File: config.mk
export PLATFORM = sky130hd
export DESIGN_NAME = mem_access_unit
export DESIGN_NICKNAME = d
export VERILOG_FILES = /design/src/rtl/mem_access_unit_pkg.sv /design/src/rtl/mem_access_unit_align.sv /design/src/rtl/mem_access_unit.sv
export SDC_FILE = /design/constraint.sdc
export NUM_CORES = 1
export LEC_CHECK = 0
export CORE_MARGIN = 10
export CORE_UTILIZATION = 27
export DETAILED_ROUTE_END_ITERATION = 6
export PLACE_DENSITY = 0.51
export SETUP_SLACK_MARGIN = 0.02
export SLEW_MARGIN = 20
export SYNTH_ARGS = -nofsm -noshare
export SYNTH_HDL_FRONTEND = slang
export SYNTH_HIERARCHICAL = 1
export SYNTH_SLANG_ARGS = --single-unit
File: constraint.sdc
create_clock -name clk -period 9.61 [get_ports clk]
set_clock_uncertainty 0.15 [all_clocks]
set_input_delay 1.922 -clock clk [delete_from_list [all_inputs] [get_ports clk]]
set_output_delay 1.922 -clock clk [all_outputs]
set_load 0.01 [all_outputs]
File: src/rtl/mem_access_unit_pkg.sv
// Shared memory-op codes, FSM encodings and access-size decode for the MEM-stage access unit.
package mem_access_unit_pkg;

    localparam int unsigned MEMOP_W = 7;

    // Memory operation codes carried down the pipeline with each instruction
    localparam logic [MEMOP_W-1:0] tMEM_OP_NULL   = 7'd0;
    localparam logic [MEMOP_W-1:0] tMEM_OP_BYTE   = 7'd1;
    localparam logic [MEMOP_W-1:0] tMEM_OP_BYTEU  = 7'd2;
    localparam logic [MEMOP_W-1:0] tMEM_OP_HWORD  = 7'd3;
    localparam logic [MEMOP_W-1:0] tMEM_OP_HWORDU = 7'd4;
    localparam logic [MEMOP_W-1:0] tMEM_OP_WORD   = 7'd5;

    // Access FSM encodings
    localparam logic [1:0] MEM_ST_IDLE = 2'd0;
    localparam logic [1:0] MEM_ST_REQ  = 2'd1;
    localparam logic [1:0] MEM_ST_DONE = 2'd2;

    typedef enum logic [1:0] {
        SZ_BYTE = 2'd0,
        SZ_HALF = 2'd1,
        SZ_WORD = 2'd2
    } acc_size_e;

    typedef struct packed {
        acc_size_e size;
        logic      sext;
    } op_dec_t;

    // NULL and unknown codes behave as a full word access
    function automatic op_dec_t decode_op(input logic [MEMOP_W-1:0] op);
        op_dec_t d;
        d.size = SZ_WORD;
        d.sext = 1'b0;
        case (op)
            tMEM_OP_BYTE:   begin d.size = SZ_BYTE; d.sext = 1'b1; end
            tMEM_OP_BYTEU:  begin d.size = SZ_BYTE; d.sext = 1'b0; end
            tMEM_OP_HWORD:  begin d.size = SZ_HALF; d.sext = 1'b1; end
            tMEM_OP_HWORDU: begin d.size = SZ_HALF; d.sext = 1'b0; end
            default:        begin d.size = SZ_WORD; d.sext = 1'b0; end
        endcase
        return d;
    endfunction

endpackage

File: src/rtl/mem_access_unit_align.sv
// Combinational byte-lane aligner: load extract/extend, store replication,
// byte-enable generation and misalignment detection.
module mem_lane_align
    import mem_access_unit_pkg::*;
#(
    parameter int unsigned DATA_W = 32
) (
    input  logic [MEMOP_W-1:0]         memop_type,
    input  logic                       is_store,
    input  logic [$clog2(DATA_W/8)-1:0] addr_lo,
    input  logic [31:0]                st_data,
    input  logic [DATA_W-1:0]          ld_bus,
    output logic [31:0]                ld_result,
    output logic [DATA_W-1:0]          st_bus,
    output logic [DATA_W/8-1:0]        bwe,
    output logic                       misalign
);

    localparam int unsigned LANES  = DATA_W / 8;
    localparam int unsigned OFS_W  = $clog2(LANES);
    localparam int unsigned HALVES = LANES / 2;
    localparam int unsigned WORDS  = LANES / 4;

    op_dec_t          dec;
    logic [OFS_W-1:0] word_ofs;
    logic [OFS_W-1:0] half_ofs;
    logic [31:0]      ld_word;
    logic [15:0]      ld_half;
    logic [7:0]       ld_byte;

    // Lane steering: pick the 32-bit word first, then the byte/half inside it
    always_comb begin
        dec       = decode_op(memop_type);
        word_ofs  = addr_lo & ~OFS_W'(3);
        half_ofs  = addr_lo & ~OFS_W'(1);
        ld_word   = 32'(ld_bus >> {word_ofs, 3'b000});
        ld_half   = 16'(ld_word >> {addr_lo[1], 4'b0000});
        ld_byte   = 8'(ld_word >> {addr_lo[1:0], 3'b000});
        ld_result = ld_word;
        st_bus    = '0;
        bwe       = '0;
        misalign  = 1'b0;
        case (dec.size)
            SZ_BYTE: begin
                ld_result = {{24{dec.sext & ld_byte[7]}}, ld_byte};
                st_bus    = {LANES{st_data[7:0]}};
                bwe       = LANES'(1) << addr_lo;
                misalign  = 1'b0;
            end
            SZ_HALF: begin
                ld_result = {{16{dec.sext & ld_half[15]}}, ld_half};
                st_bus    = {HALVES{st_data[15:0]}};
                bwe       = LANES'(2'b11) << half_ofs;
                misalign  = addr_lo[0];
            end
            default: begin
                ld_result = ld_word;
                st_bus    = {WORDS{st_data}};
                bwe       = LANES'(4'hF) << word_ofs;
                misalign  = |addr_lo[1:0];
            end
        endcase
        if (!is_store) begin
            bwe = '0;
        end
    end

endmodule

File: src/rtl/mem_access_unit.sv
// MEM-stage access unit: issues loads/stores over a req/ack SRAM handshake,
// stalls the pipeline while outstanding and flags address/bus errors.
module mem_access_unit
    import mem_access_unit_pkg::*;
#(
    parameter int unsigned DATA_W  = 32,
    parameter int unsigned TIMEOUT = 255,
    parameter int unsigned CNT_W   = 8
) (
    input  logic                  clk,
    input  logic                  rst,
    input  logic                  MEM_memop_in,
    input  logic                  MEM_memwr_in,
    input  logic [MEMOP_W-1:0]    MEM_memop_type_in,
    input  logic [31:0]           MEM_ALUOut_in,
    input  logic [31:0]           MEM_STData_in,
    input  logic [4:0]            MEM_inst_rd_in,
    input  logic                  MEM_RegWrite_in,
    input  logic                  MEM_ack_in,
    input  logic [DATA_W-1:0]     MEM_LDData_in,
    output logic                  MEM_req_out,
    output logic [31:0]           MEM_Addr_out,
    output logic                  MEM_memwr_out,
    output logic [DATA_W/8-1:0]   MEM_bwe_out,
    output logic [DATA_W-1:0]     MEM_STData_out,
    output logic                  MEM_stall_out,
    output logic [31:0]           MEM_MUXOut_out,
    output logic [4:0]            MEM_inst_rd_out,
    output logic                  MEM_RegWrite_out,
    output logic                  MEM_adel_out,
    output logic                  MEM_ades_out,
    output logic                  MEM_buserr_out
);

    localparam int unsigned LANES  = DATA_W / 8;
    localparam int unsigned OFS_W  = $clog2(LANES);
    localparam bit          TO_EN  = (TIMEOUT != 0);
    localparam logic [CNT_W-1:0] CNT_LAST = CNT_W'((TIMEOUT == 0) ? 0 : TIMEOUT - 1);

    logic [1:0]        state;
    logic [1:0]        next_state;
    logic [CNT_W-1:0]  cnt;
    logic              err_flag;
    logic [31:0]       ld_reg;
    logic              start;
    logic              acked;
    logic              timed_out;

    logic [31:0]       al_ld;
    logic [DATA_W-1:0] al_st;
    logic [LANES-1:0]  al_bwe;
    logic              al_mis;

    mem_lane_align #(
        .DATA_W (DATA_W)
    ) u_align (
        .memop_type (MEM_memop_type_in),
        .is_store   (MEM_memwr_in),
        .addr_lo    (MEM_ALUOut_in[OFS_W-1:0]),
        .st_data    (MEM_STData_in),
        .ld_bus     (MEM_LDData_in),
        .ld_result  (al_ld),
        .st_bus     (al_st),
        .bwe        (al_bwe),
        .misalign   (al_mis)
    );

    assign MEM_inst_rd_out = MEM_inst_rd_in;

    // State register
    always_ff @(posedge clk or posedge rst) begin
        if (rst) begin
            state <= MEM_ST_IDLE;
        end else begin
            state <= next_state;
        end
    end

    // Next-state decode plus the combinational stall/result/error outputs
    always_comb begin
        next_state       = state;
        start            = 1'b0;
        acked            = 1'b0;
        timed_out        = 1'b0;
        MEM_stall_out    = 1'b0;
        MEM_MUXOut_out   = MEM_ALUOut_in;
        MEM_RegWrite_out = MEM_RegWrite_in;
        MEM_adel_out     = 1'b0;
        MEM_ades_out     = 1'b0;
        MEM_buserr_out   = 1'b0;
        case (state)
            MEM_ST_IDLE: begin
                if (MEM_memop_in) begin
                    MEM_RegWrite_out = 1'b0;
                    if (al_mis) begin
                        MEM_adel_out = !MEM_memwr_in;
                        MEM_ades_out = MEM_memwr_in;
                    end else begin
                        MEM_stall_out = 1'b1;
                        start         = 1'b1;
                        next_state    = MEM_ST_REQ;
                    end
                end
            end
            MEM_ST_REQ: begin
                MEM_stall_out    = 1'b1;
                MEM_RegWrite_out = 1'b0;
                if (MEM_ack_in) begin
                    acked      = 1'b1;
                    next_state = MEM_ST_DONE;
                end else if (TO_EN && (cnt == CNT_LAST)) begin
                    timed_out  = 1'b1;
                    next_state = MEM_ST_DONE;
                end
            end
            MEM_ST_DONE: begin
                next_state     = MEM_ST_IDLE;
                MEM_buserr_out = err_flag;
                if (err_flag) begin
                    MEM_MUXOut_out   = 32'd0;
                    MEM_RegWrite_out = 1'b0;
                end else if (!MEM_memwr_in) begin
                    MEM_MUXOut_out = ld_reg;
                end
            end
            default: begin
                next_state = MEM_ST_IDLE;
            end
        endcase
        // Reset drops the stall at once even while the held op is still presented
        if (rst) begin
            MEM_stall_out = 1'b0;
            MEM_adel_out  = 1'b0;
            MEM_ades_out  = 1'b0;
        end
    end

    // Timeout counter and bus-error flag, both cleared on the way back to IDLE
    always_ff @(posedge clk or posedge rst) begin
        if (rst) begin
            cnt      <= '0;
            err_flag <= 1'b0;
        end else if (state == MEM_ST_REQ) begin
            cnt <= cnt + CNT_W'(1);
            if (timed_out) begin
                err_flag <= 1'b1;
            end
        end else if (state == MEM_ST_DONE) begin
            cnt      <= '0;
            err_flag <= 1'b0;
        end
    end

    // Capture the aligned load result on ack
    always_ff @(posedge clk or posedge rst) begin
        if (rst) begin
            ld_reg <= '0;
        end else if (acked) begin
            ld_reg <= al_ld;
        end
    end

    // Registered bus request fields, launched from IDLE and retired on ack/timeout
    always_ff @(posedge clk or posedge rst) begin
        if (rst) begin
            MEM_req_out    <= 1'b0;
            MEM_Addr_out   <= '0;
            MEM_memwr_out  <= 1'b0;
            MEM_bwe_out    <= '0;
            MEM_STData_out <= '0;
        end else if (start) begin
            MEM_req_out    <= 1'b1;
            MEM_Addr_out   <= {MEM_ALUOut_in[31:OFS_W], OFS_W'(0)};
            MEM_memwr_out  <= MEM_memwr_in;
            MEM_bwe_out    <= al_bwe;
            MEM_STData_out <= al_st;
        end else if ((state == MEM_ST_REQ) && (next_state != MEM_ST_REQ)) begin
            MEM_req_out   <= 1'b0;
            MEM_memwr_out <= 1'b0;
            MEM_bwe_out   <= '0;
        end
    end

endmodule

==> results by group, run 1 <==
Placed design
  • Placed Area: 8370 sq um
  • I/O Buffers: 213
  • Hpwl dp: 16,100 microns
  • Number of instances in the placed design: 1,137
  • Placer's final routability congestion estimate: 0.781

Critical path
  • Worst R2R Start: state[0]$_DFF_PP0_
  • CP most frequent cell: clkdlybuf4s50_1
  • Worst r2r dst: MEM_bwe_out[0]$_DFFE_PP0P_
  • CP startpoint: MEM_memop_type_in[3]
  • Critical Path Sink: MEM_stall_out
  • Slowest stage cell on the critical path: nor3_4
  • CP max FO: 70
  • Critical path required time: 7.54 ns
  • Max stage delay on crit path: 0.72 ns
  • Crit path max-delay family: simple AND/OR/NAND/NOR gates
  • R2R Setup Slk: 7.21 ns
  • Critical path depth: 9
  • Setup CP Type: input pin to output port
  • Worst Reg-to-Reg Cells: 7
  • Critical Path AT: 5.70 ns
  • Worst Setup Start Kind: input pin
  • Setup crit end kind: output port
  • CP Buf/Inv Count: 3
  • Critical-path cell list: clkdlybuf4s50_1 > or4_1 > nor3_4 > a21oi_1 > nand2b_1 > or2_2 > buf_4 > a21oi_2 > clkdlybuf4s50_1

Clock tree
  • Gates resized, CTS repair: 0
  • Post-CTS Setup Bufs: 0
  • Skew-Pair Late Insertion Delay: 0.35 ns
  • CTS root buffer: clkbuf_16
  • H-tree depth: 3
  • Clock sink count: 111
  • CTS tree: yes
  • Total CTS buffers: 9
  • Clock Pin Slew Worst Setup and Hold Paths: 0.07 ns
  • Clk buf depth: 2
  • CTS hold repair buffers: 0

Power
  • Clock network fraction of design power: 19.3%
  • Internal power: 1.37 mW
  • Total Power: 2.07 mW
  • Power Density: 238 nW/um^2
  • Psw: 0.699 mW
  • Switching share of power: 33.7%
  • Static Leak: 4.00 nW
  • Gate power share: 42.5%
  • Worst IR drop on VDD: 103 uV
  • Proportion of power drawn by flip-flops and latches: 38.2%

STA
  • Max Slew Vio Count: 0
  • Post-layout min period: 7.78 ns
  • Fin crit share: 80.9%
  • Slew headroom: 24.0%
  • Fmax: 129 MHz
  • Final hold vios: 0
  • Setup TNS: 0 ns
  • Actual slew at the worst max-slew pin: 1.14 ns
  • Final-report setup violation count: 0
  • RSZ-0062 raised after global routing: false

Logic synthesis
  • Largest cells by area after synthesis: dfrtp_1 45%, nand2_1 16%, mux2_2 6.3%
  • Post-synth top cells: 266 x nand2_1, 111 x dfrtp_1, 38 x a21oi_1, 35 x mux2_2, 27 x a21o_1
  • Distinct cells, synth: 54
  • Synthesized area: 6230 sq um
  • Register area share after synthesis: 44.6%
  • Cells after Synth: 689
  • Yosys top cell area share: 44.6%
  • Yosys warns: 6
  • Post-synth EDFFs: 0
  • Most frequent cell after synthesis: nand2_1
  • Synth area leader: dfrtp_1
  • Synthesized flop and latch total: 111
  • Asr flop ratio synth: 100%
  • Synthesized area per cell: 9.05 sq um
  • Most used DFF post-synth: dfrtp_1

Floorplan
  • Die X: 172 microns
  • Number of I/O pins: 226
  • FP Rows: 55
  • Height of the chip: 172 microns
  • Total Die Area: 29,600 sq um
  • Core ar.: 22,700 sq um
  • Initial Utilization: 27.4%

Drt
  • Routed wire length: 22,500 microns
  • DRC: 0
  • Drt first pass iters: 6
  • Via count: 5,423
  • DR vias/cell: 4.69
  • Post-detailed-route count of antenna-violating nets: 0
  • Average routed wire per standard cell: 19.5 microns
  • Drt initial violations: 375

Layout
  • Share of cells above drive strength 1: 10.0%
  • Area Growth Syn to Fin: 39.4%
  • Nets: 983
  • Post-route cell area: 8690 sq um
  • Layout Cells excl Fill: 1,157

Global routing
  • Total gr overflow: 0
  • Number of global-route vias before repair: 5,726
  • Largest net degree at the start of global routing: 71
  • GRT Util Overall: 15.1%
  • Initial antenna violation count: 1
  • Global-route wire length before repair: 34,600 microns

Flow run
  • Maxcap violations: 0

Outcome
  • Status: completed

Hold path
  • Worst hold path type: flop to flop
==> stage by stage <==
stage | util [%] | hold WS, ns | setup WS, ns
3_3_place_gp | 36.9 | 0.308 | 1.75
5_1_grt | 38.2 | 0.350 | 1.59
6_report | 38.3 | 0.325 | 1.83
3_5_place_dp | 36.9 | 0.311 | 1.70
2_1_floorplan | - | 0.314 | 3.59
4_1_cts | 38.2 | 0.329 | 1.70
==> per-layer routing <==
| metal | up-vias | GRT usage (%) | routed length, microns | part of all wire [%] |
|---|---|---|---|---|
| li1 | 2635 | - | - | - |
| met1 | 2597 | 18.8 | 9690 | 43 |
| met5 | - | 0 | 0 | 0 |
| met4 | 0 | 2.59 | 138 | 0.61 |
| met3 | 10 | 6.04 | 2470 | 11 |
| met2 | 181 | 24.5 | 10200 | 45 |
==> layout by cell type (no fill, tap or decap), types with 3 or more instances in the layout <==
master / synthesis / routed
inv_1: 23 / 22
clkbuf_16: 0 / 9
a221o_1: 20 / 20
buf_4: 18 / 8
o21a_1: 3 / 3
dfrtp_1: 111 / 111
nand3_1: 3 / 3
a222oi_1: 4 / 4
clkdlybuf4s50_1: 0 / 213
mux4_2: 8 / 8
mux2_1: 3 / 3
o21ai_1: 7 / 7
ha_1: 6 / 6
a21o_1: 27 / 27
nor3_1: 5 / 5
o22ai_1: 3 / 3
nand2_1: 266 / 266
nor2_1: 8 / 7
diode_2: 0 / 4
o21ai_0: 6 / 6
a21oi_1: 38 / 38
and2_1: 15 / 15
xnor2_1: 3 / 3
mux2_2: 35 / 35
==> worst min-delay path, stage by stage, from the launching register on <==
cell and delay [ns]:
dfrtp_1 0.34, nand2_1 0.05, nand2_1 0.06
==> worst min-delay path by stage <==
stage / startpoint / end / slack [ns] / cells after the start
2_1_floorplan: ld_reg[24]$_DFFE_PP0P_ / ld_reg[24]$_DFFE_PP0P_ / 0.31 / 1
6_report: MEM_STData_out[24]$_DFFE_PP0P_ / MEM_STData_out[24]$_DFFE_PP0P_ / 0.33 / 2
5_1_grt: MEM_Addr_out[10]$_DFFE_PP0P_ / MEM_Addr_out[10]$_DFFE_PP0P_ / 0.35 / 2
3_3_place_gp: MEM_Addr_out[23]$_DFFE_PP0P_ / MEM_Addr_out[23]$_DFFE_PP0P_ / 0.31 / 2
4_1_cts: MEM_Addr_out[29]$_DFFE_PP0P_ / MEM_Addr_out[29]$_DFFE_PP0P_ / 0.33 / 2
3_5_place_dp: MEM_Addr_out[29]$_DFFE_PP0P_ / MEM_Addr_out[29]$_DFFE_PP0P_ / 0.31 / 2
==> power groups by stage <==
stage               Combinational [mW]  Sequential, mW  Clock [mW]
floorplan                        0.361           0.852           0
global placement                 0.897           0.794           0
detailed placement               0.897           0.801           0
CTS                              0.901           0.795       0.417
global route                     0.976           0.822       0.432
finish                           0.880           0.792       0.400
==> area by class of cell <==
class,count,area (sq um)
clock buffers,10,239
well taps,285,357
diodes,4,10.0
multi-input cells,495,2950
flip-flops and latches,111,2780
fillers,2358,14000
repair buffers,221,2190
inverters,25,96.3
clock inverters,6,67.6
==> logic make-up after synthesis <==
family | after synthesis | synth area share [%]
AND/OR/NAND/NOR | 317 | 21.4
AO/OA/AOI/OAI | 117 | 13.5
flip-flops | 111 | 44.6
buffers and inverters | 84 | 8.29
multiplexers | 50 | 10.6
adder cells (fa/ha/maj) | 6 | 1.20
XOR/XNOR | 3 | 0.422
other | 1 | 0.0602
(Power assumes the default switching activity.)
==> inputs of run 2 (changes only) <==
- clock period: 9.61 -> 8.1 ns (I/O delays scaled with it)
==> run 2 against run 1 <==
Worst hold slack is essentially flat; sequential power grew 19%; sequential cell count is the same; global-route usage shrank 0.14 points; clock power grew 18%; sequential share of layout area shrank 0.14 points; critical path depth is the same; power grew 19%; final cell count is essentially flat; highest routed layer is now met5.
==> results by group, run 2 (synthesized netlist as in run 1, its figures left out) <==
Outcome
  • Status: completed (unchanged)

Placed design
  • Setup WS pre-CTS: 1.84 ns (was 1.70 ns)
  • I/O Buffers: 213 (unchanged)
  • Hpwl dp: 16,000 microns (was 16,100 microns)
  • Placer's final routability congestion estimate: 0.788 (was 0.781)

Critical path
  • Critical Path AT: 4.47 ns (was 5.70 ns)
  • Setup crit end kind: output port (unchanged)
  • Setup CP Type: input pin to output port (unchanged)
  • CP max FO: 6 (was 70)
  • Worst R2R Start: state[0]$_DFF_PP0_ (unchanged)
  • CP startpoint: MEM_memop_type_in[2] (was MEM_memop_type_in[3])
  • Critical path required time: 6.33 ns (was 7.54 ns)
  • Worst Setup Start Kind: input pin (unchanged)

Floorplan
  • FP Rows: 55 (unchanged)
  • Number of I/O pins: 226 (unchanged)
  • Die X: 172 microns (unchanged)
  • Height of the chip: 172 microns (unchanged)
  • Total Die Area: 29,600 sq um (unchanged)
  • Initial Utilization: 27.4% (unchanged)
  • Core ar.: 22,700 sq um (unchanged)

Clock tree
  • Gates resized, CTS repair: 0 (unchanged)
  • Clock sink count: 111 (unchanged)
  • Total CTS buffers: 9 (unchanged)
  • Post-CTS Setup Bufs: 0 (unchanged)
  • CTS tree: yes (unchanged)
  • Skew-Pair Late Insertion Delay: 0.35 ns (about the same)
  • CTS root buffer: clkbuf_16 (unchanged)
  • Clock Pin Slew Worst Setup and Hold Paths: 0.07 ns (about the same)
  • Clk buf depth: 2 (unchanged)
  • CTS hold repair buffers: 0 (unchanged)
  • H-tree depth: 3 (unchanged)

Hold path
  • Worst hold path type: flop to flop (unchanged)
  • Min-Delay Startpoint: MEM_STData_out[24]$_DFFE_PP0P_ (unchanged)

Layout
  • Commonest non-fill, non-tap cells in the layout: 266 x nand2_1, 213 x clkdlybuf4s50_1, 111 x dfrtp_1 (unchanged)
  • Area occupied by multi-input gates: 2950 sq um (unchanged)
  • Share of cells above drive strength 1: 10.3% (was 10.0%)
  • Commonest non-fill, non-tap cell in the layout: nand2_1 (unchanged)
  • Area Growth Syn to Fin: 40.0% (was 39.4%)
  • Nets: 986 (was 983)
  • Register Area: 2780 sq um (unchanged)
  • Fillcell total: 2,361 (was 2,358)

Power
  • Static Leak: 4.02 nW (was 4.00 nW)
  • Switching share of power: 33.7% (about the same)
  • Internal power: 1.63 mW (was 1.37 mW)
  • Proportion of power drawn by flip-flops and latches: 38.3% (was 38.2%)
  • Power Density: 282 nW/um^2 (was 238 nW/um^2)
  • Gate power share: 42.5% (about the same)
  • Psw: 0.829 mW (was 0.699 mW)
  • Total Power: 2.46 mW (was 2.07 mW)
  • Clock network fraction of design power: 19.1% (was 19.3%)
  • Worst IR drop on VDD: 141 uV (was 103 uV)

Drt
  • Drt first pass iters: 5 (was 6)
  • Routed wl met3: 2190 microns (was 2470 microns)
  • M1 WL: 9570 microns (was 9690 microns)
  • DR vias/cell: 4.77 (was 4.69)
  • Drt initial violations: 276 (was 375)
  • Post-detailed-route count of antenna-violating nets: 0 (unchanged)
  • DRC: 0 (unchanged)
  • Top Metal Used: met5 (was met4)
  • Met2 routed WL: 10,400 microns (was 10,200 microns)
  • Average routed wire per standard cell: 19.3 microns (was 19.5 microns)
  • Routed wire length: 22,400 microns (was 22,500 microns)
  • Via count: 5,529 (was 5,423)

STA
  • Final hold vios: 0 (unchanged)
  • Slew headroom: 42.4% (was 24.0%)
  • Final-report setup violation count: 0 (unchanged)
  • Setup TNS: 0 ns (unchanged)
  • Hold slack final: 0.325 ns (about the same)
  • Actual slew at the worst max-slew pin: 0.861 ns (was 1.14 ns)
  • RSZ-0062 raised after global routing: false (unchanged)
  • Worst setup margin: 1.86 ns (was 1.83 ns)
  • Max Slew Vio Count: 0 (unchanged)
  • Post-layout min period: 6.24 ns
  • Fmax: 160 MHz
  • Fin crit share: 77.0%

Global routing
  • Initial antenna violation count: 2 (was 1)
  • Total gr overflow: 0 (unchanged)
  • Global-route wire length before repair: 34,300 microns (was 34,600 microns)
  • Largest net degree at the start of global routing: 70 (was 71)
  • Number of global-route vias before repair: 5,809 (was 5,726)
  • GRT Util Overall: 15.0% (was 15.1%)

Flow run
  • Maxcap violations: 0 (unchanged)
==> run 2: changes by cell type in the layout (fill, tap and decap cells not counted), sizes merged <==
cell	before	now
buf	8	11
clkinv	2	1
diode	4	2
inv	26	27
==> run 2: metal layers <==
metal / vias to the layer above / track usage, %
li1: 2645 / -
met1: 2688 / 18.1
met2: 180 / 24.8
met4: 2 / 2.70
met3: 14 / 6.18
met5: - / 0
==> run 2: cell type report <==
| class | instances | share of cell area [%] |
|---|---|---|
| clock buffer | 10 | 2.74 |
| antenna | 2 | 0.0573 |
| clock inverter | 6 | 0.774 |
| sequential | 111 | 31.8 |
| tap | 285 | 4.09 |
| inverter | 25 | 1.10 |
| multi-input combinational | 495 | 33.8 |
| timing repair buffer | 224 | 25.6 |
==> run 2: worst max-delay path: stages <==
cell             delay [ns]
clkdlybuf4s50_1        0.61
or3b_2                 0.51
and2_1                 0.18
o21ai_0                0.15
a21oi_1                0.15
nand2b_1               0.23
or2_2                  0.32
a21oi_2                0.13
clkdlybuf4s50_1        0.55
==> run 2: power by group through the flow <==
| stage | Clock (mW) | Combinational, mW | Sequential, mW |
|---|---|---|---|
| 6_report | 0.471 | 1.05 | 0.943 |
| 5_1_grt | 0.515 | 1.16 | 0.981 |
| 4_1_cts | 0.494 | 1.07 | 0.946 |
| 3_5_place_dp | 0 | 1.06 | 0.952 |
| 3_3_place_gp | 0 | 1.06 | 0.945 |
| 2_1_floorplan | 0 | 0.428 | 1.01 |
==> run 2: worst paths after layout <==
| path | cells after the start | to | slack [ns] |
|---|---|---|---|
| worst max-delay path | 9 | MEM_stall_out | 1.86 |
| worst min-delay path | 2 | MEM_STData_out[24]$_DFFE_PP0P_ | 0.32 |
| worst max register to register | 7 | MEM_Addr_out[30]$_DFFE_PP0P_ | 5.72 |
| worst min register to register | 2 | MEM_STData_out[24]$_DFFE_PP0P_ | 0.32 |
| max in group asynchronous | 3 | ld_reg[25]$_DFFE_PP0P_ | 4.82 |
| min in group asynchronous | 2 | cnt[0]$_DFFE_PP0P_ | 1.68 |
==> run 2: per-stage QoR <==
| step | instance area, sq um | util (%) | cells |
|---|---|---|---|
| 2_1_floorplan | 6240 | - | 690 |
| 3_3_place_gp | 8390 | 36.9 | 1139 |
| 3_5_place_dp | 8390 | 36.9 | 1139 |
| 4_1_cts | 8690 | 38.3 | 1155 |
| 5_1_grt | 8720 | 38.4 | 1156 |
| 6_report | 8730 | 38.4 | 1158 |
==> inputs of run 3 (changes only) <==
- clock period: 8.1 -> 5.87 ns (I/O delays scaled with it)
==> run 3 against run 2 <==
Final cell count is essentially flat; combinational power grew 37%; utilization rose by 0.072 points; sequential cell count is the same; die area unchanged; critical path depth is the same; via count decreased by 0.74%; global-route usage grew 0.073 points; clock power up 38%; critical endpoint unchanged; largest power group unchanged.
==> results by group, run 3 (synthesized netlist as in run 1, its figures left out) <==
Outcome
  • Status: completed (unchanged)

Critical path
  • Setup CP Type: input pin to output port (unchanged)
  • Critical path required time: 4.55 ns (was 6.33 ns)
  • Setup crit end kind: output port (unchanged)
  • Worst Reg-to-Reg Cells: 4 (was 7)
  • Worst Setup Start Kind: input pin (unchanged)
  • Critical Path AT: 3.99 ns (was 4.47 ns)
  • CP max FO: 6 (unchanged)

Floorplan
  • Core ar.: 22,700 sq um (unchanged)
  • Height of the chip: 172 microns (unchanged)
  • Initial Utilization: 27.4% (unchanged)
  • Total Die Area: 29,600 sq um (unchanged)
  • Die X: 172 microns (unchanged)
  • Number of I/O pins: 226 (unchanged)
  • FP Rows: 55 (unchanged)

Layout
  • Share of cells above drive strength 1: 10.4% (was 10.3%)
  • Commonest non-fill, non-tap cell in the layout: nand2_1 (unchanged)
  • Area Growth Syn to Fin: 40.3% (was 40.0%)
  • Nets: 987 (was 986)
  • Commonest non-fill, non-tap cells in the layout: 266 x nand2_1, 213 x clkdlybuf4s50_1, 111 x dfrtp_1 (unchanged)
  • Ant. Diodes: 0 (was 2)

Clock tree
  • Total CTS buffers: 9 (unchanged)
  • Clock Pin Slew Worst Setup and Hold Paths: 0.07 ns (about the same)
  • H-tree depth: 3 (unchanged)
  • CTS hold repair buffers: 0 (unchanged)
  • Skew-Pair Late Insertion Delay: 0.35 ns (about the same)
  • CTS tree: yes (unchanged)
  • Gates resized, CTS repair: 0 (unchanged)
  • Clk buf depth: 2 (unchanged)
  • Clock sink count: 111 (unchanged)
  • Post-CTS Setup Bufs: 0 (unchanged)
  • CTS root buffer: clkbuf_16 (unchanged)

Placed design
  • Placer's final routability congestion estimate: 0.784 (was 0.788)
  • I/O Buffers: 213 (unchanged)
  • Hpwl dp: 16,100 microns (was 16,000 microns)

Global routing
  • Largest net degree at the start of global routing: 70 (unchanged)
  • Number of global-route vias before repair: 5,758 (was 5,809)
  • Initial antenna violation count: 1 (was 2)
  • GRT Util Overall: 15.1% (was 15.0%)
  • Global-route wire length before repair: 34,300 microns (unchanged)
  • Total gr overflow: 0 (unchanged)

STA
  • Final hold vios: 0 (unchanged)
  • Fmax: 188 MHz
  • Fin crit share: 90.6%
  • Max Slew Vio Count: 0 (unchanged)
  • Final-report setup violation count: 0 (unchanged)
  • Setup TNS: 0 ns (unchanged)
  • Slew headroom: 43.8% (was 42.4%)
  • Post-layout min period: 5.32 ns
  • Actual slew at the worst max-slew pin: 0.840 ns (was 0.861 ns)
  • RSZ-0062 raised after global routing: false (unchanged)

Drt
  • Drt initial violations: 395 (was 276)
  • Via count: 5,488 (was 5,529)
  • Drt first pass iters: 4 (was 5)
  • DR vias/cell: 4.74 (was 4.77)
  • Average routed wire per standard cell: 19.4 microns (was 19.3 microns)
  • Post-detailed-route count of antenna-violating nets: 0 (unchanged)
  • DRC: 0 (unchanged)
  • Routed wire length: 22,500 microns (was 22,400 microns)

Power
  • Power Density: 388 nW/um^2 (was 282 nW/um^2)
  • Clock network fraction of design power: 19.2% (was 19.1%)
  • Switching share of power: 33.6% (was 33.7%)
  • Worst IR drop on VDD: 153 uV (was 141 uV)
  • Total Power: 3.39 mW (was 2.46 mW)
  • Psw: 1.14 mW (was 0.829 mW)
  • Proportion of power drawn by flip-flops and latches: 38.2% (was 38.3%)
  • Internal power: 2.25 mW (was 1.63 mW)
  • Gate power share: 42.6% (was 42.5%)
  • Static Leak: 4.04 nW (was 4.02 nW)

Hold path
  • Hold Path Stages: 2 (unchanged)
  • Worst hold path type: flop to flop (unchanged)

Flow run
  • Maxcap violations: 0 (unchanged)
## run 3: cell types whose count changed in the layout (fill, tap and decap cells not counted)
cell	delta
diode_2	-2
inv_6	-1
buf_12	+1
clkinv_4	+2
clkinvlp_4	-1
## run 3: critical path: stages
cell	delay, ns
clkdlybuf4s50_1	0.60
or3b_2	0.51
and2_1	0.18
o21ai_0	0.14
a21oi_1	0.15
nand2b_1	0.24
or2_2	0.32
a21oi_2	0.13
clkdlybuf4s50_1	0.55
## run 3: final cells by class
cell class                      count  area, sq um
Clock buffer                       10          239
Fill cell                        2338        14000
Tap cell                          285          357
Sequential cell                   111         2780
Multi-Input combinational cell    495         2950
Timing Repair Buffer              225         2250
Clock inverter                      6         68.8
Inverter                           25         96.3
## run 3: final timing paths
check | to | slack [ns] | start
worst max-delay path | MEM_stall_out | 0.55 | MEM_memop_type_in[2]
worst min-delay path | MEM_STData_out[21]$_DFFE_PP0P_ | 0.32 | MEM_STData_out[21]$_DFFE_PP0P_
worst max register to register | ld_reg[24]$_DFFE_PP0P_ | 3.51 | state[1]$_DFF_PP0_
worst min register to register | MEM_STData_out[21]$_DFFE_PP0P_ | 0.32 | MEM_STData_out[21]$_DFFE_PP0P_
max in group asynchronous | MEM_STData_out[24]$_DFFE_PP0P_ | 3.50 | rst
min in group asynchronous | MEM_Addr_out[31]$_DFFE_PP0P_ | 1.13 | rst
## run 3: power groups by stage
stage	combinational, mW	sequential [mW]	clock (mW)
2_1_floorplan	0.591	1.40	0
3_3_place_gp	1.47	1.30	0
3_5_place_dp	1.47	1.31	0
4_1_cts	1.48	1.30	0.681
5_1_grt	1.60	1.35	0.711
6_report	1.44	1.30	0.650
## run 3: per-stage QoR
step	area, sq um	cells	setup WS [ns]	hold WS (ns)	util, %
2_1_floorplan	6240	690	1.35	0.314	-
3_3_place_gp	8410	1140	0.539	0.307	37.0
3_5_place_dp	8410	1140	0.528	0.312	37.0
4_1_cts	8720	1156	0.528	0.331	38.4
5_1_grt	8740	1157	0.335	0.351	38.5
6_report	8740	1157	0.551	0.323	38.5
## run 3: metal layers
metal	vias to the layer above	GRT usage (%)	part of all wire [%]
met5	-	0	0.076
li1	2645	-	-
met4	2	3.52	1.1
met3	17	6.02	9.9
met1	2649	18.1	43
met2	175	24.8	46
